<file path="src/rtl/sprite_move_engine_if.sv">
`default_nettype none
// ============================================================================
// Module      : sprite_move_engine_if
// Description : Framebuffer write-port bundle (address / data / strobe)
//               between the sprite mover and the frame driver.
// Revision    : 1.0 - initial release
// ============================================================================
interface sprite_move_engine_if #(
  parameter int ADDR_W  = 15,
  parameter int COLOR_W = 24
) ();

  logic [ADDR_W-1:0]  wr_addr;
  logic [COLOR_W-1:0] wr_data;
  logic               wr_en;

  // Pixel producer side
  modport master (
    output wr_addr,
    output wr_data,
    output wr_en
  );

  // Framebuffer side
  modport slave (
    input  wr_addr,
    input  wr_data,
    input  wr_en
  );

endinterface
`default_nettype wire

</file>
<file path="src/rtl/sprite_move_engine.sv">
`default_nettype none
// ============================================================================
// Module      : sprite_move_engine
// Description : Moves a solid SPRITE_W x SPRITE_H rectangle around a
//               FB_WIDTH x FB_HEIGHT framebuffer. After reset the whole
//               framebuffer is cleared and the sprite drawn at (0,0). Each
//               accepted move erases the old rectangle, updates the position,
//               draws the new rectangle and then holds for FRAMES_PER_MOVE
//               frame ticks. One pixel is written per wr_en cycle.
// Options     : `define SPRITE_WRAP_EN makes the position and the rectangle
//               pixels wrap around the framebuffer edges (toroidal); when
//               undefined the position is clamped so the sprite stays inside.
// Revision    : 1.0 - initial release
// ============================================================================
module sprite_move_engine #(
  parameter int FB_WIDTH        = 160,
  parameter int FB_HEIGHT       = 120,
  parameter int ADDR_W          = 15,
  parameter int COLOR_W         = 24,
  parameter int SPRITE_W        = 4,
  parameter int SPRITE_H        = 4,
  parameter int STEP            = 1,
  parameter int FRAMES_PER_MOVE = 2
) (
  input  logic                 clk,
  input  logic                 rst,
  input  logic                 frame_tick,
  input  logic                 move_right,
  input  logic                 move_left,
  input  logic                 move_up,
  input  logic                 move_down,
  input  logic [COLOR_W-1:0]   fg_color,
  input  logic [COLOR_W-1:0]   bg_color,
  sprite_move_engine_if.master wr,
  output logic                 busy,
  output logic [9:0]           pos_x,
  output logic [9:0]           pos_y
);

  // --------------------------------------------------------------------------
  // State encoding
  // --------------------------------------------------------------------------
  localparam logic [2:0] c_ST_CLEAR_ALL = 3'd0;
  localparam logic [2:0] c_ST_WAIT      = 3'd1;
  localparam logic [2:0] c_ST_ERASE     = 3'd2;
  localparam logic [2:0] c_ST_UPDATE    = 3'd3;
  localparam logic [2:0] c_ST_DRAW      = 3'd4;
  localparam logic [2:0] c_ST_HOLD      = 3'd5;

  // --------------------------------------------------------------------------
  // Derived constants
  // --------------------------------------------------------------------------
  localparam int                c_FB_PIXELS = FB_WIDTH * FB_HEIGHT;
  localparam logic [ADDR_W-1:0] c_LAST_ADDR = ADDR_W'(c_FB_PIXELS - 1);
  localparam logic [9:0]        c_SW_LAST   = 10'(SPRITE_W - 1);
  localparam logic [9:0]        c_SH_LAST   = 10'(SPRITE_H - 1);
  localparam logic signed [11:0] c_STEP     = 12'(STEP);
  localparam logic [15:0]       c_FRAMES    = 16'(FRAMES_PER_MOVE);
`ifdef SPRITE_WRAP_EN
  localparam logic signed [11:0] c_FB_W_S   = 12'(FB_WIDTH);
  localparam logic signed [11:0] c_FB_H_S   = 12'(FB_HEIGHT);
  localparam logic [10:0]        c_FB_W_U   = 11'(FB_WIDTH);
  localparam logic [10:0]        c_FB_H_U   = 11'(FB_HEIGHT);
`else
  localparam logic signed [11:0] c_MAX_X    = 12'(FB_WIDTH - SPRITE_W);
  localparam logic signed [11:0] c_MAX_Y    = 12'(FB_HEIGHT - SPRITE_H);
`endif

  // --------------------------------------------------------------------------
  // Registers
  // --------------------------------------------------------------------------
  logic [2:0]          r_state;
  logic [ADDR_W-1:0]   r_clr_addr;   // CLEAR_ALL sweep address
  logic [9:0]          r_ox;         // column offset inside the rectangle
  logic [9:0]          r_oy;         // row offset inside the rectangle
  logic signed [11:0]  r_dx;         // displacement latched in WAIT
  logic signed [11:0]  r_dy;
  logic [9:0]          r_pos_x;
  logic [9:0]          r_pos_y;
  logic [15:0]         r_frames;     // frame ticks seen in HOLD
  logic                r_wr_en;
  logic [ADDR_W-1:0]   r_wr_addr;
  logic [COLOR_W-1:0]  r_wr_data;
  logic                r_busy;

  // --------------------------------------------------------------------------
  // Combinational signals
  // --------------------------------------------------------------------------
  logic [2:0]          w_state_nxt;
  logic signed [11:0]  w_dx;
  logic signed [11:0]  w_dy;
  logic                w_move;
  logic signed [11:0]  w_sum_x;
  logic signed [11:0]  w_sum_y;
  logic [9:0]          w_new_x;
  logic [9:0]          w_new_y;
  logic [9:0]          w_px;
  logic [9:0]          w_py;
  logic [ADDR_W-1:0]   w_pix_addr;
  logic                w_rect_last;
  logic                w_clr_last;
  logic [15:0]         w_frames_inc;
  logic                w_hold_done;
  logic                w_wr_en_nxt;
  logic [ADDR_W-1:0]   w_wr_addr_nxt;
  logic [COLOR_W-1:0]  w_wr_data_nxt;
  logic                w_busy_nxt;

  // Decode the direction levels into a signed displacement; opposing pairs cancel
  always_comb begin
    w_dx = '0;
    w_dy = '0;
    if (move_right && !move_left) begin
      w_dx = c_STEP;
    end else if (move_left && !move_right) begin
      w_dx = -c_STEP;
    end
    if (move_down && !move_up) begin
      w_dy = c_STEP;
    end else if (move_up && !move_down) begin
      w_dy = -c_STEP;
    end
  end

  assign w_move = (w_dx != '0) || (w_dy != '0);

  // Candidate position before edge handling
  assign w_sum_x = $signed({2'b00, r_pos_x}) + r_dx;
  assign w_sum_y = $signed({2'b00, r_pos_y}) + r_dy;

  // Edge handling for the new position: wrap or clamp
  always_comb begin
    w_new_x = r_pos_x;
    w_new_y = r_pos_y;
`ifdef SPRITE_WRAP_EN
    if (w_sum_x < 12'sd0) begin
      w_new_x = 10'(w_sum_x + c_FB_W_S);
    end else if (w_sum_x >= c_FB_W_S) begin
      w_new_x = 10'(w_sum_x - c_FB_W_S);
    end else begin
      w_new_x = w_sum_x[9:0];
    end
    if (w_sum_y < 12'sd0) begin
      w_new_y = 10'(w_sum_y + c_FB_H_S);
    end else if (w_sum_y >= c_FB_H_S) begin
      w_new_y = 10'(w_sum_y - c_FB_H_S);
    end else begin
      w_new_y = w_sum_y[9:0];
    end
`else
    if (w_sum_x < 12'sd0) begin
      w_new_x = '0;
    end else if (w_sum_x > c_MAX_X) begin
      w_new_x = 10'(c_MAX_X);
    end else begin
      w_new_x = w_sum_x[9:0];
    end
    if (w_sum_y < 12'sd0) begin
      w_new_y = '0;
    end else if (w_sum_y > c_MAX_Y) begin
      w_new_y = 10'(c_MAX_Y);
    end else begin
      w_new_y = w_sum_y[9:0];
    end
`endif
  end

  // Coordinates of the rectangle pixel currently being written
`ifdef SPRITE_WRAP_EN
  logic [10:0] w_px_sum;
  logic [10:0] w_py_sum;
  assign w_px_sum = {1'b0, r_pos_x} + {1'b0, r_ox};
  assign w_py_sum = {1'b0, r_pos_y} + {1'b0, r_oy};
  assign w_px = (w_px_sum >= c_FB_W_U) ? 10'(w_px_sum - c_FB_W_U) : w_px_sum[9:0];
  assign w_py = (w_py_sum >= c_FB_H_U) ? 10'(w_py_sum - c_FB_H_U) : w_py_sum[9:0];
`else
  // Clamped positions guarantee the rectangle never leaves the framebuffer
  assign w_px = r_pos_x + r_ox;
  assign w_py = r_pos_y + r_oy;
`endif

  assign w_pix_addr   = ADDR_W'(32'(w_py) * 32'(FB_WIDTH) + 32'(w_px));
  assign w_rect_last  = (r_ox == c_SW_LAST) && (r_oy == c_SH_LAST);
  assign w_clr_last   = (r_clr_addr == c_LAST_ADDR);
  assign w_frames_inc = r_frames + {15'd0, frame_tick};
  assign w_hold_done  = (w_frames_inc >= c_FRAMES);

  // State register; reset parks in CLEAR_ALL so the sweep starts on the first edge
  always_ff @(posedge clk or posedge rst) begin
    if (rst) begin
      r_state <= c_ST_CLEAR_ALL;
    end else begin
      r_state <= w_state_nxt;
    end
  end

  // Next-state decode
  always_comb begin
    w_state_nxt = r_state;
    case (r_state)
      c_ST_CLEAR_ALL: if (w_clr_last)  w_state_nxt = c_ST_DRAW;
      c_ST_WAIT:      if (w_move)      w_state_nxt = c_ST_ERASE;
      c_ST_ERASE:     if (w_rect_last) w_state_nxt = c_ST_UPDATE;
      c_ST_UPDATE:                     w_state_nxt = c_ST_DRAW;
      c_ST_DRAW:      if (w_rect_last) w_state_nxt = c_ST_HOLD;
      c_ST_HOLD:      if (w_hold_done) w_state_nxt = c_ST_WAIT;
      default:                         w_state_nxt = c_ST_CLEAR_ALL;
    endcase
  end

  // Output decode; address and data hold their last value while not writing
  always_comb begin
    w_wr_en_nxt   = 1'b0;
    w_wr_addr_nxt = r_wr_addr;
    w_wr_data_nxt = r_wr_data;
    w_busy_nxt    = 1'b1;
    case (r_state)
      c_ST_CLEAR_ALL: begin
        w_wr_en_nxt   = 1'b1;
        w_wr_addr_nxt = r_clr_addr;
        w_wr_data_nxt = bg_color;
      end
      c_ST_WAIT: begin
        w_busy_nxt    = 1'b0;
      end
      c_ST_ERASE: begin
        w_wr_en_nxt   = 1'b1;
        w_wr_addr_nxt = w_pix_addr;
        w_wr_data_nxt = bg_color;
      end
      c_ST_DRAW: begin
        w_wr_en_nxt   = 1'b1;
        w_wr_addr_nxt = w_pix_addr;
        w_wr_data_nxt = fg_color;
      end
      default: begin
        w_wr_en_nxt   = 1'b0;
      end
    endcase
  end

  // Register the write port and busy so they leave the block glitch-free and aligned
  always_ff @(posedge clk or posedge rst) begin
    if (rst) begin
      r_wr_en   <= 1'b0;
      r_wr_addr <= '0;
      r_wr_data <= '0;
      r_busy    <= 1'b0;
    end else begin
      r_wr_en   <= w_wr_en_nxt;
      r_wr_addr <= w_wr_addr_nxt;
      r_wr_data <= w_wr_data_nxt;
      r_busy    <= w_busy_nxt;
    end
  end

  // Sweep counter, rectangle scan, latched displacement and position
  always_ff @(posedge clk or posedge rst) begin
    if (rst) begin
      r_clr_addr <= '0;
      r_ox       <= '0;
      r_oy       <= '0;
      r_dx       <= '0;
      r_dy       <= '0;
      r_pos_x    <= '0;
      r_pos_y    <= '0;
    end else begin
      case (r_state)
        c_ST_CLEAR_ALL: begin
          r_clr_addr <= w_clr_last ? '0 : r_clr_addr + ADDR_W'(1);
        end
        c_ST_WAIT: begin
          if (w_move) begin
            r_dx <= w_dx;
            r_dy <= w_dy;
          end
        end
        c_ST_ERASE, c_ST_DRAW: begin
          // Row-major scan, x inner; wraps back to (0,0) after the last pixel
          if (r_ox == c_SW_LAST) begin
            r_ox <= '0;
            r_oy <= (r_oy == c_SH_LAST) ? '0 : r_oy + 10'd1;
          end else begin
            r_ox <= r_ox + 10'd1;
          end
        end
        c_ST_UPDATE: begin
          r_pos_x <= w_new_x;
          r_pos_y <= w_new_y;
        end
        default: begin
          r_clr_addr <= r_clr_addr;
        end
      endcase
    end
  end

  // Frame-tick counter: only runs in HOLD, a tick on the entry cycle counts
  always_ff @(posedge clk or posedge rst) begin
    if (rst) begin
      r_frames <= '0;
    end else if (r_state == c_ST_HOLD) begin
      r_frames <= w_frames_inc;
    end else begin
      r_frames <= '0;
    end
  end

  assign wr.wr_en   = r_wr_en;
  assign wr.wr_addr = r_wr_addr;
  assign wr.wr_data = r_wr_data;
  assign busy       = r_busy;
  assign pos_x      = r_pos_x;
  assign pos_y      = r_pos_y;

endmodule
`default_nettype wire

</file>
<file path="src/flat_wrapper.sv">
// flat-port wrapper written by rule: the top's interface ports become plain ports
module sprite_move_engine_flat 
#(
  parameter int FB_WIDTH        = 160,
  parameter int FB_HEIGHT       = 120,
  parameter int ADDR_W          = 15,
  parameter int COLOR_W         = 24,
  parameter int SPRITE_W        = 4,
  parameter int SPRITE_H        = 4,
  parameter int STEP            = 1,
  parameter int FRAMES_PER_MOVE = 2
)
  (clk, rst, frame_tick, move_right, move_left, move_up, move_down, fg_color, bg_color, busy, pos_x, pos_y, wr_wr_addr, wr_wr_data, wr_wr_en);
  sprite_move_engine_if #(.ADDR_W(ADDR_W), .COLOR_W(COLOR_W)) wr_i ();
  input  logic clk;
  input  logic rst;
  input  logic frame_tick;
  input  logic move_right;
  input  logic move_left;
  input  logic move_up;
  input  logic move_down;
  input  logic [COLOR_W-1:0] fg_color;
  input  logic [COLOR_W-1:0] bg_color;
  output logic busy;
  output logic [9:0] pos_x;
  output logic [9:0] pos_y;
  output wire logic [$bits(wr_i.wr_addr)-1:0] wr_wr_addr;
  output wire logic [$bits(wr_i.wr_data)-1:0] wr_wr_data;
  output wire logic [$bits(wr_i.wr_en)-1:0] wr_wr_en;
  assign wr_wr_addr = wr_i.wr_addr;
  assign wr_wr_data = wr_i.wr_data;
  assign wr_wr_en = wr_i.wr_en;
  sprite_move_engine #(.FB_WIDTH(FB_WIDTH), .FB_HEIGHT(FB_HEIGHT), .ADDR_W(ADDR_W), .COLOR_W(COLOR_W), .SPRITE_W(SPRITE_W), .SPRITE_H(SPRITE_H), .STEP(STEP), .FRAMES_PER_MOVE(FRAMES_PER_MOVE)) u_core (.clk(clk), .rst(rst), .frame_tick(frame_tick), .move_right(move_right), .move_left(move_left), .move_up(move_up), .move_down(move_down), .fg_color(fg_color), .bg_color(bg_color), .wr(wr_i), .busy(busy), .pos_x(pos_x), .pos_y(pos_y));
endmodule
</file>
<file path="config.mk">
export PLATFORM = sky130hd
export DESIGN_NAME = sprite_move_engine_flat
export DESIGN_NICKNAME = d
export VERILOG_FILES = /design/src/rtl/sprite_move_engine_if.sv /design/src/rtl/sprite_move_engine.sv /design/src/flat_wrapper.sv
export SDC_FILE = /design/constraint.sdc
export NUM_CORES = 1
export LEC_CHECK = 0
export CELL_PAD_IN_SITES_DETAIL_PLACEMENT = 0
export CELL_PAD_IN_SITES_GLOBAL_PLACEMENT = 1
export CORE_UTILIZATION = 42
export CTS_CLUSTER_DIAMETER = 30
export CTS_CLUSTER_SIZE = 25
export DETAILED_ROUTE_END_ITERATION = 8
export PLACE_DENSITY_LB_ADDON = 0.1
export SETUP_SLACK_MARGIN = 0.15
export SYNTH_ARGS = -nofsm -noshare
export SYNTH_HDL_FRONTEND = slang
export SYNTH_SLANG_ARGS = --single-unit
</file>
<file path="constraint.sdc">
create_clock -name clk -period 4.7 [get_ports clk]
set_input_delay 0.94 -clock clk [delete_from_list [all_inputs] [get_ports clk]]
set_output_delay 0.94 -clock clk [all_outputs]
set_load 0.05 [all_outputs]
</file>
* After elaboration in Yosys (flattened, before gate mapping)
Cells that the tools add are included.
Widths: inputs -> output; s select.
** Storage, ports and cells
- Flip-flop bits (word level) :: 139
- Input port bits :: 55
- Output and inout bits :: 61
- Logic and storage cells :: 84
** Cells by class
- Add/subtract/negate cells :: 9
- Multipliers :: 1
- Order comparisons :: 5
- Equality and inequality tests :: 13
- Mux-type cells :: 22
- Reductions and logical operators :: 21
** Operators by type and width (count)
- $mux 10 :: 6
- $mux 12 :: 4
- $pmux 24 s2 :: 1
- $pmux 15 s2 :: 1
- $add 11x12->12 :: 2
- $lt 12x1->1 const B :: 2
- $reduce_bool 12->1 :: 2
- $add 10x1->10 const B :: 2
- $add 10x10->10 :: 2
- $eq 10x2->1 const B :: 2
- $pmux 3 s6 :: 1
- $add 16x1->16 :: 1
- $ge 16x2->1 const B :: 1
- $mux 16 :: 1
- $add 15x1->15 const B :: 1
- $add 15x10->15 :: 1
- $eq 15x15->1 const B :: 1
- $mux 15 :: 1
- $mux 3 :: 5
- $gt 12x8->1 const B :: 1
- $gt 12x9->1 const B :: 1
- $mul 10x3->10 const B :: 1
- $ne 2x1->1 const B :: 5
- $eq 3x2->1 const B :: 2
- 12 further kinds :: 24

* Logic depth before layout (Yosys ltp)
Gate-level depths: netlist (run 1).
- Depth in word-level cells :: 8
- Depth in mapped cells :: 20
- Mapped depth without buffers :: 20

* Worst setup path after synthesis (run 1)
Ideal clock, no wire load.
- Path type :: flip-flop to flip-flop
- Start :: reg u_core.r_pos_y[0] (netlist: u_core.pos_y[0])
- End :: reg u_core.r_wr_addr[14] (netlist: u_core.wr.wr_addr[14])
- Library setup time :: 0.136 ns
- Arrival :: 3.733 ns
- Data required time :: 4.564 ns
- Path slack :: 0.831 ns
- Cell stages (with the launch flop) :: 17
- Buffers on the path :: 0
- Clock period less this slack :: 3.869 ns
- Path through :: dfrtp_1 > ha_1 > fa_1 > a21o_1 > a21oi_1 > xnor2_1 > ha_1 > inv_1 > fa_1 > inv_1 > ha_1 > a21oi_1 > and3b_1 > nand3_1 > xnor2_1 > xnor2_1 > o21ai_0
** On the way
- Cells in the longest elaborated chain, start to end :: 4
** RTL lines
- start: declaration :: line sprite_move_engine.sv:79 : logic [9:0] r_pos_y;
- start signal: assignment :: line sprite_move_engine.sv:289 : r_pos_y <= w_new_y;
- $add 10x10->10 :: line sprite_move_engine.sv:179 : assign w_py = r_pos_y + r_oy;
- $mul 10x3->10 :: line sprite_move_engine.sv:182 : assign w_pix_addr = ADDR_W'(32'(w_py) * 32'(FB_WIDTH) + 32'(w_px));
- $add 15x10->15 :: line sprite_move_engine.sv:182
- $pmux 15 s2 :: line sprite_move_engine.sv:217 : case (r_state)
- end signal: assignment :: line sprite_move_engine.sv:251 : r_wr_addr <= w_wr_addr_nxt;
- end: declaration :: line sprite_move_engine.sv:82 : logic [ADDR_W-1:0] r_wr_addr;
Every way passes these cells.
A chain may end at the register's enable or synchronous reset.

* Worst setup path in the final report (run 1)
Same ends and word-level chain as after synthesis.

==> flow_metrics.env, run 1 <==
export IMPL_nets=1083
export IMPL_power_switching_mw=3.22
export IMPL_synth_adder_area_share_pct=11.2
export IMPL_min_path_cells=2
export IMPL_slew_headroom_pct=35.1
export IMPL_wire_per_inst_um=17.3
export IMPL_post_synth_cell_area_avg_um2=9.34
export IMPL_syn_inst=847
export IMPL_regToRegEndpoint="u_core.wr.wr_addr[14]"
export IMPL_cts_inserted_buffers=17
export IMPL_cts_resized=0
export IMPL_cts_tree="built"
export IMPL_synth_compound_area_share_pct=21.2
export IMPL_hold_end="u_core.wr.wr_addr[8]"
export IMPL_yosys_top_cells_area="dfrtp_1, ha_1, xnor2_1, nor2_1, o21ai_0"
export IMPL_grt_pass1_wl_um=34700
export IMPL_critPathMaxStageDelay_ns=0.53
export IMPL_fin_skew_ns=0.00804
export IMPL_reg2reg_slack_ns=0.77
export IMPL_fillers=1615
export IMPL_setup_tns_final_ns=0
export IMPL_synth_top_family_by_area="compound AO/OA/AOI/OAI gates"
export IMPL_combPwrFrac_pct=56.5
export IMPL_max_freq_ghz=0.254
export IMPL_drc=6
export IMPL_die_y_um=139
export IMPL_antenna_found_initial=0
export IMPL_muxShareOfSynthArea_pct=1.66
export IMPL_avgViaCountPerCell=5.67
export IMPL_synth_edf_count=0
export IMPL_synthXorXnorAreaFrac_pct=9.03
export IMPL_post_cts_buffers=0
export IMPL_p_per_area_mw_per_mm2=680
export IMPL_ir_drop_v=0.000329
export IMPL_routed_wl_um=20900
export IMPL_path_cells="ha_1, fa_1, a21o_1, a21oi_1, xnor2_1, ha_1, inv_1, fa_1, inv_1, ha_1, a21oi_1, and3b_1, nand3_1, xnor2_1, xnor2_1, o21ai_0"
export IMPL_portBuffers=115
export IMPL_place_inst=1171
export IMPL_syn_to_final_growth_pct=24.9
export IMPL_vias=6819
export IMPL_final_cell_mix="dfrtp_1, clkdlybuf4s50_1, nor2_1"
export IMPL_critPathSlowestCell="fa_1"
export IMPL_startpoint_type="flip-flop"
export IMPL_drt_iter0_markers=352
export IMPL_clockRootBuffer="clkbuf_16"
export IMPL_rr_worst_depth=16
export IMPL_fp_dieW_um=139
export IMPL_swShare_pct=48.0
export IMPL_crit_required_ns=4.97
export IMPL_layout_drive_gt1_share_pct=5.95
export IMPL_synth_area_mm2=0.00791
export IMPL_start_util_pct=43.4
export IMPL_async_flop_share_pct=100
export IMPL_min_from="u_core.wr.wr_addr[8]"
export IMPL_grt_pass1_vias=6911
export IMPL_rr_startpoint="u_core.pos_y[0]"
export IMPL_hpwl_um=15600
export IMPL_drt_first_pass_iters=7
export IMPL_antenna_cells=0
export IMPL_cts_hold_buf=0
export IMPL_endpoint_kind="flip-flop"
export IMPL_drv_slew=0
export IMPL_crit_path_max_fanout=4
export IMPL_tightest_slew_ns=0.970
export IMPL_stdcell_count=1203
export IMPL_synth_top_area_share_pct=37.7
export IMPL_layout_commonest_cell="dfrtp_1"
export IMPL_gp_congestion=0.845
export IMPL_fin_crit_ns=3.93
export IMPL_synth_simple_area_share_pct=16.3
export IMPL_ys_seq_area_share_pct=37.7
export IMPL_criticalPathCategory="flip-flop to flip-flop"
export IMPL_rsz0062_at_grt="no"
export IMPL_grt_max_degree=120
export IMPL_drv_cap=0
export IMPL_globalRouteTotalUtil_pct=22.6
export IMPL_violations="design-rule violations"
export IMPL_clk_pin_slew_ns=0.06
export IMPL_arrival_ns=4.20
export IMPL_internal_power_mw=3.49
export IMPL_cts_sinks=119
export IMPL_hold_class="flip-flop to flip-flop"
export IMPL_yosysTopAreaCell="dfrtp_1"
export IMPL_synth_seq_cells=119
export IMPL_p_leak_nw=4.34
export IMPL_hold_viol=0
export IMPL_dominantRegCellSynth="dfrtp_1"
export IMPL_synth_distinct_cells=69
export IMPL_dieArea_mm2=0.0194
export IMPL_min_period_over_period_pct=83.7
export IMPL_cts_buffer_depth=2
export IMPL_htreeDepth=4
export IMPL_overflow=0
export IMPL_power_total_mw=6.72
export IMPL_setup_viol=0
export IMPL_outcome="finished with violations"
export IMPL_yosys_warnings=0
export IMPL_rows=49
export IMPL_p_clk_share_pct=18.7
export IMPL_drtAntennaViolNets=0
export IMPL_power_frac_seq_pct=24.8
export IMPL_io_pins=116
export IMPL_clk_latency_ns=0.43
export IMPL_core_mm2=0.0182
export IMPL_synth_nets=969
## power by group through the flow
stage                     Clock [mW]  Combinational [mW]  Sequential (mW)
after global routing            1.34                4.16             1.72
after global placement             0                3.76             1.67
after floorplan                    0                2.02             2.28
after detailed placement           0                3.82             1.68
after CTS                       1.29                3.83             1.67
final                           1.26                3.79             1.67
## metrics by stage
stage	cell area [um^2]	worst slack, ns	hold slack, ns	util, %
after floorplan	7910	0.603	0.476	-
after global placement	9310	0.838	0.468	51.1
after detailed placement	9310	0.776	0.476	51.1
after CTS	9870	0.746	0.489	54.2
after global routing	9870	0.469	0.529	54.2
final	9870	0.768	0.486	54.2
## how the worst max path moves through the flow
stage	startpoint	end	slack, ns	depth (start not counted)
3_3_place_gp	u_core.pos_y[0]	u_core.wr.wr_addr[14]	0.84	16
5_1_grt	u_core.r_oy[0]	u_core.wr.wr_addr[14]	0.47	16
4_1_cts	u_core.r_oy[0]	u_core.wr.wr_addr[14]	0.75	16
6_report	u_core.pos_y[0]	u_core.wr.wr_addr[14]	0.77	16
3_5_place_dp	u_core.pos_y[0]	u_core.wr.wr_addr[14]	0.78	16
2_1_floorplan	rst	u_core.busy	0.60	1
## Yosys cell counts (12+ instances only)
library cell and n:
dfrtp_1 119, nor2_1 82, ha_1 61, nand2_1 61
o21ai_0 57, xnor2_1 54, a21oi_1 38, nand3_1 38
inv_1 36, o22a_1 30, xor2_1 25, a22oi_1 23
clkbuf_1 23, a21o_1 18, nand4_1 14, nor3_1 12
## routing by layer
metal / up-vias / global-route usage (%) / share of wire [%]
li1: 3326 / - / -
met2: 173 / 38.6 / 49
met5: - / 0 / 0
met4: 0 / 6.73 / 1.3
met3: 25 / 4.47 / 4.3
met1: 3295 / 28.9 / 46
## cell families after synthesis
| group | after synthesis |
|---|---|
| xor+xnor | 80 |
| compound gates | 238 |
| flops | 119 |
| mux | 12 |
| fa+ha+maj | 67 |
| buf+inv | 64 |
| simple gates | 267 |
## layout make-up
type	instances	area [um^2]	area share (%)
clock buffer	17	425	4.31
clock inverter	15	144	1.46
multi-input combinational	664	4690	47.5
sequential	119	2980	30.2
tap	229	287	2.90
inverter	38	145	1.47
timing repair buffer	121	1210	12.2
## critical path, delay by kind of cell, from the launching register on
family | cells | cell delay, ns
compound gates | 4 | 0.67
flops | 1 | 0.41
simple gates | 2 | 0.33
xor+xnor | 3 | 0.40
buf+inv | 2 | 0.10
fa+ha+maj | 5 | 1.85
## state kept, by name, indices dropped and copies added (netlist names), 3 cells and up
| register | flops |
|---|---|
| u_core.wr.wr_addr | 15 |
| u_core.r_ox | 10 |
| u_core.r_clr_addr | 15 |
| u_core.r_state | 3 |
| u_core.wr.wr_data | 24 |
| u_core.pos_x | 10 |
| u_core.r_oy | 10 |
| u_core.pos_y | 10 |
| u_core.r_frames | 16 |
No activity file was read; power rests on OpenSTA's default activity.
==> inputs of run 2 (changes only) <==
Settings changed: CORE_UTILIZATION 42 to 38.
Clock period 4.7 ns to 3.23 ns, I/O delays scaled along.
==> run 2 against run 1 <==
The run ends with negative setup slack left; clock-buffer cell count increased by 2; routed wire length is 0.48% higher; largest cell class unchanged; core utilization rose by 1.3 points.
==> flow_metrics.env, run 2 (synthesis results as in run 1) <==
export IMPL_tightest_slew_ns=0.735
export IMPL_drv_cap=0
export IMPL_fin_crit_ns=3.45
export IMPL_crit_path_max_fanout=3
export IMPL_swShare_pct=44.4
export IMPL_ir_drop_v=0.000499
export IMPL_violations="negative setup slack"
export IMPL_syn_to_final_growth_pct=42.4
export IMPL_die_y_um=146
export IMPL_final_cell_mix="clkdlybuf4s50_1, dfrtp_1, buf_4"
export IMPL_outcome="finished with violations"
export IMPL_power_switching_mw=4.91
export IMPL_combPwrFrac_pct=61.5
export IMPL_avgViaCountPerCell=5.22
export IMPL_wire_per_inst_um=15.4
export IMPL_p_leak_nw=5.03
export IMPL_rows=52
export IMPL_grt_pass1_wl_um=35300
export IMPL_gp_congestion=0.805
export IMPL_cts_sinks=119
export IMPL_hold_viol=0
export IMPL_antenna_found_initial=0
export IMPL_grt_pass1_vias=7106
export IMPL_drt_iter0_markers=231
export IMPL_max_freq_ghz=0.290
export IMPL_cts_hold_buf=0
export IMPL_start_util_pct=39.0
export IMPL_core_mm2=0.0203
export IMPL_vias=7103
export IMPL_setup_tns_final_ns=-0.695
export IMPL_drtAntennaViolNets=0
export IMPL_p_clk_share_pct=17.8
export IMPL_worst_slack_ns=-0.216
export IMPL_slew_headroom_pct=50.8
export IMPL_routed_wl_um=21000
export IMPL_globalRouteTotalUtil_pct=20.5
export IMPL_fin_skew_ns=0.00748
export IMPL_cts_tree="built"
export IMPL_startpoint_type="flip-flop"
export IMPL_p_per_area_mw_per_mm2=982
export IMPL_drc=0
export IMPL_crit_family="adder cells"
export IMPL_critPathMaxStageDelay_ns=0.49
export IMPL_fillers=1894
export IMPL_cts_inserted_buffers=17
export IMPL_endpoint_kind="flip-flop"
export IMPL_antenna_cells=0
export IMPL_largest_reg_flops=24
export IMPL_min_period_over_period_pct=107
export IMPL_critPathBufInv=4
export IMPL_final_core_util_pct=55.5
export IMPL_arrival_ns=3.75
export IMPL_internal_power_mw=6.14
export IMPL_clk_pin_slew_ns=0.06
export IMPL_grt_max_degree=80
export IMPL_nets=1200
export IMPL_critPathSlowestCell="fa_1"
export IMPL_hpwl_um=15500
export IMPL_fp_dieW_um=146
export IMPL_drv_slew=0
export IMPL_crit_required_ns=3.53
export IMPL_portBuffers=115
export IMPL_clockRootBuffer="clkbuf_16"
export IMPL_drt_first_pass_iters=6
export IMPL_power_frac_seq_pct=20.7
export IMPL_setup_viol=5
export IMPL_rsz0062_at_grt="yes"
export IMPL_clk_latency_ns=0.42
export IMPL_hold_class="flip-flop to flip-flop"
export IMPL_cts_buffer_depth=2
export IMPL_path_cells="ha_4, fa_2, buf_6, xor2_4, buf_4, ha_1, inv_1, fa_1, inv_2, ha_4, a21oi_2, and3b_2, nand3_2, xnor2_1, xnor2_1, o21ai_1"
export IMPL_overflow=0
export IMPL_layout_drive_gt1_share_pct=21.3
export IMPL_criticalPathCategory="flip-flop to flip-flop"
export IMPL_htreeDepth=4
export IMPL_dieArea_mm2=0.0214
export IMPL_io_pins=116
[run 2: final cells by class]
type | instances | area (um^2) | share of cell area (%)
clock buffer | 19 | 453 | 4.02
multi-input combinational | 664 | 5030 | 44.7
timing repair buffer | 238 | 2150 | 19.1
clock inverter | 12 | 153 | 1.36
tap | 270 | 338 | 3.00
inverter | 38 | 146 | 1.30
sequential | 119 | 2980 | 26.5
[run 2: metal layers]
layer  track usage (%)  part of all wire, %  routed length (um)
met3              4.53                  3.7                 771
met5                 0                    0                   0
met4              4.38                 0.85                 178
met2              35.0                   49               10300
met1              26.5                   47                9760
[run 2: path summary, 6_finish.rpt]
check	startpoint	to	slack, ns	cells past startpoint
min	u_core.wr.wr_data[23]	u_core.wr.wr_data[23]	0.48	2
max reg2reg	u_core.pos_y[0]	u_core.wr.wr_addr[14]	-0.22	16
max	u_core.pos_y[0]	u_core.wr.wr_addr[14]	-0.22	16
min in group asynchronous	rst	u_core.r_frames[10]	0.54	2
max in group asynchronous	rst	u_core.pos_y[0]	1.95	3
min reg2reg	u_core.wr.wr_data[23]	u_core.wr.wr_data[23]	0.48	2
[run 2: stage by stage]
step	hold slack [ns]	instance area (um^2)	std cells	power [mW]	setup WS, ns
2_1_floorplan	0.476	7980	847	6.33	-0.379
4_1_cts	0.485	11100	1357	11.0	-0.280
3_5_place_dp	0.472	10100	1309	8.65	-0.348
5_1_grt	0.507	11300	1360	11.8	-0.416
6_report	0.483	11300	1360	11.1	-0.216
3_3_place_gp	0.468	10100	1309	8.62	-0.270
[run 2: what timing repair did]
| action | 4_1_cts | 5_1_grt |
|---|---|---|
| endpoints found under the setup margin | 15 | 24 |
| pin swaps | 35 | 21 |
| resized for setup | 42 | 39 |
| buffers inserted | 17 | 3 |
[run 2: power groups by stage]
stage                     combinational [mW]  clock (mW)  sequential, mW
after global placement                  6.33           0            2.29
after global routing                    7.41        2.07            2.35
after detailed placement                6.36           0            2.29
final                                   6.80        1.97            2.29
after floorplan                         2.99           0            3.34
after CTS                               6.69        2.01            2.29
[run 2: tightest hold or removal path: stages, from the launching register on]
cell,delay [ns]
dfrtp_1,0.33
nand2_1,0.05
o21ai_0,0.06
==> inputs of run 3 (changes only) <==
Settings changed: CORE_UTILIZATION 38 to 45, DONT_BUFFER_PORTS set to 1.
==> run 3 against run 2 <==
The run still ends with negative setup slack left; sequential share of layout area rose by 3.2 points; first-iteration DRC count rose by 43%; flip-flop and latch count did not move; worst setup slack lost 0.065 ns; critical path type unchanged.
==> flow_metrics.env, run 3 (synthesis results as in run 1) <==
export IMPL_cts_buffer_depth=2
export IMPL_power_total_mw=10.6
export IMPL_cts_sinks=119
export IMPL_slew_headroom_pct=50.7
export IMPL_p_clk_share_pct=19.2
export IMPL_outcome="finished with violations"
export IMPL_startpoint_type="flip-flop"
export IMPL_multiInputGateArea_mm2=0.00505
export IMPL_power_switching_mw=4.89
export IMPL_setup_viol=6
export IMPL_dieArea_mm2=0.0181
export IMPL_fin_crit_ns=3.51
export IMPL_core_mm2=0.0172
export IMPL_gp_congestion=0.827
export IMPL_overflow=0
export IMPL_p_per_area_mw_per_mm2=1060
export IMPL_avgViaCountPerCell=5.74
export IMPL_arrival_ns=3.85
export IMPL_grt_pass1_wl_um=32100
export IMPL_crit_start="u_core.pos_y[0]"
export IMPL_ir_drop_v=0.000733
export IMPL_rr_worst_depth=17
export IMPL_clk_pin_slew_ns=0.06
export IMPL_stdcell_count=1197
export IMPL_layout_commonest_cell="dfrtp_1"
export IMPL_criticalPathCategory="flip-flop to flip-flop"
export IMPL_fin_skew_ns=0.00747
export IMPL_swShare_pct=45.9
export IMPL_setup_worst_path_end="u_core.wr.wr_addr[12]"
export IMPL_die_y_um=135
export IMPL_regToRegEndpoint="u_core.wr.wr_addr[12]"
export IMPL_reg2reg_slack_ns=-0.28
export IMPL_setup_tns_final_ns=-1.23
export IMPL_hold_viol=0
export IMPL_syn_to_final_growth_pct=27.1
export IMPL_grt_max_degree=120
export IMPL_regArea_mm2=0.00298
export IMPL_layout_drive_gt1_share_pct=23.3
export IMPL_io_pins=116
export IMPL_nets=1081
export IMPL_combPwrFrac_pct=51.4
export IMPL_start_util_pct=45.9
export IMPL_endpoint_kind="flip-flop"
export IMPL_crit_path_max_fanout=3
export IMPL_fillers=1484
export IMPL_vias=6865
export IMPL_crit_required_ns=3.57
export IMPL_drt_first_pass_iters=5
export IMPL_cts_tree="built"
export IMPL_drc=0
export IMPL_htreeDepth=4
export IMPL_p_leak_nw=4.59
export IMPL_portBuffers=0
export IMPL_rows=48
export IMPL_power_frac_seq_pct=29.4
export IMPL_wire_per_inst_um=16.8
export IMPL_drtAntennaViolNets=0
export IMPL_critPathMaxStageDelay_ns=0.54
export IMPL_path_cells="ha_4, fa_2, a21o_1, a21oi_2, xnor2_2, ha_1, inv_2, fa_1, inv_2, ha_4, a21oi_2, and3b_1, buf_6, xnor2_2, nor2_1, a21oi_1, o21ai_1"
export IMPL_antenna_cells=0
export IMPL_cts_hold_buf=0
export IMPL_antenna_found_initial=0
export IMPL_min_period_over_period_pct=109
export IMPL_drv_cap=0
export IMPL_tightest_slew_ns=0.735
export IMPL_max_freq_ghz=0.285
export IMPL_hpwl_um=14700
export IMPL_clk_latency_ns=0.42
export IMPL_rr_startpoint="u_core.pos_y[0]"
export IMPL_internal_power_mw=5.76
export IMPL_cts_inserted_buffers=17
export IMPL_clockRootBuffer="clkbuf_16"
export IMPL_hold_class="primary input to asynchronous set/reset pin"
export IMPL_globalRouteTotalUtil_pct=22.5
export IMPL_routed_wl_um=20100
export IMPL_drv_slew=0
export IMPL_largest_reg_flops=24
export IMPL_fp_dieW_um=135
export IMPL_critPathSlowestCell="fa_1"
export IMPL_grt_pass1_vias=6697
export IMPL_drt_iter0_markers=330
export IMPL_violations="negative setup slack"
export IMPL_final_cell_mix="dfrtp_1, buf_4, nor2_1"
export IMPL_rsz0062_at_grt="yes"
export IMPL_final_core_util_pct=58.3
export IMPL_worst_slack_ns=-0.281
export IMPL_place_inst=1146
run 3: cell types whose count changed in the layout (fill, tap and decap cells not counted), moves of 3 or more:
cell and change:
clkdlybuf4s50_1 -115, buf_6 -12, buf_4 +6, clkinvlp_4 -3
inv_6 +3
run 3: timing repair:
action	in CTS	in global routing
gates resized for setup	45	31
pin swaps	34	40
buffers inserted	10	9
setup endpoints to repair	19	23
run 3: layer usage:
metal,vias up,routed length (um),share of wire [%],GRT usage [%]
met5,-,0,0,0
met4,0,375,1.9,8.24
met3,37,1090,5.5,4.95
met2,184,9980,50,38.7
met1,3329,8620,43,27.6
li1,3315,-,-,-
run 3: cell type report:
cell class / instances / area share, %
clock buffer: 19 / 4.41
clock inverter: 13 / 1.93
inverter: 38 / 1.46
multi-input combinational: 664 / 50.2
sequential: 119 / 29.7
tap: 225 / 2.80
timing repair buffer: 119 / 9.48
run 3: power groups by stage:
stage	clock network, mW	registers, mW	logic, mW
3_3_place_gp	0	3.13	4.77
4_1_cts	2.08	3.13	5.24
5_1_grt	2.14	3.19	6.01
3_5_place_dp	0	3.14	4.88
2_1_floorplan	0	3.34	2.99
6_report	2.04	3.13	5.47
run 3: how the worst min path moves through the flow:
stage | start | end | slack, ns
after detailed placement | u_core.r_dx[0] | u_core.r_dx[0] | 0.51
after global placement | u_core.r_dx[0] | u_core.r_dx[0] | 0.50
after floorplan | u_core.r_ox[9] | u_core.r_ox[9] | 0.48
after CTS | rst | u_core.r_frames[10] | 0.31
after global routing | rst | u_core.r_frames[14] | 0.33
final | rst | u_core.r_frames[14] | 0.25
run 3: metrics by stage:
stage          area [um^2]  worst slack (ns)  hold slack [ns]
2_1_floorplan         7980            -0.379            0.476
3_3_place_gp          8920            -0.263            0.497
3_5_place_dp          8920            -0.326            0.513
4_1_cts               9830            -0.297            0.308
5_1_grt              10100            -0.486            0.331
6_report             10100            -0.281            0.250
run 3: critical path, delay by kind of cell, from the launching register on:
kind | cells | cell delay, ns
buf+inv | 3 | 0.22
xor+xnor | 2 | 0.21
flops | 1 | 0.42
fa+ha+maj | 5 | 1.61
compound gates | 5 | 0.66
simple gates | 2 | 0.32
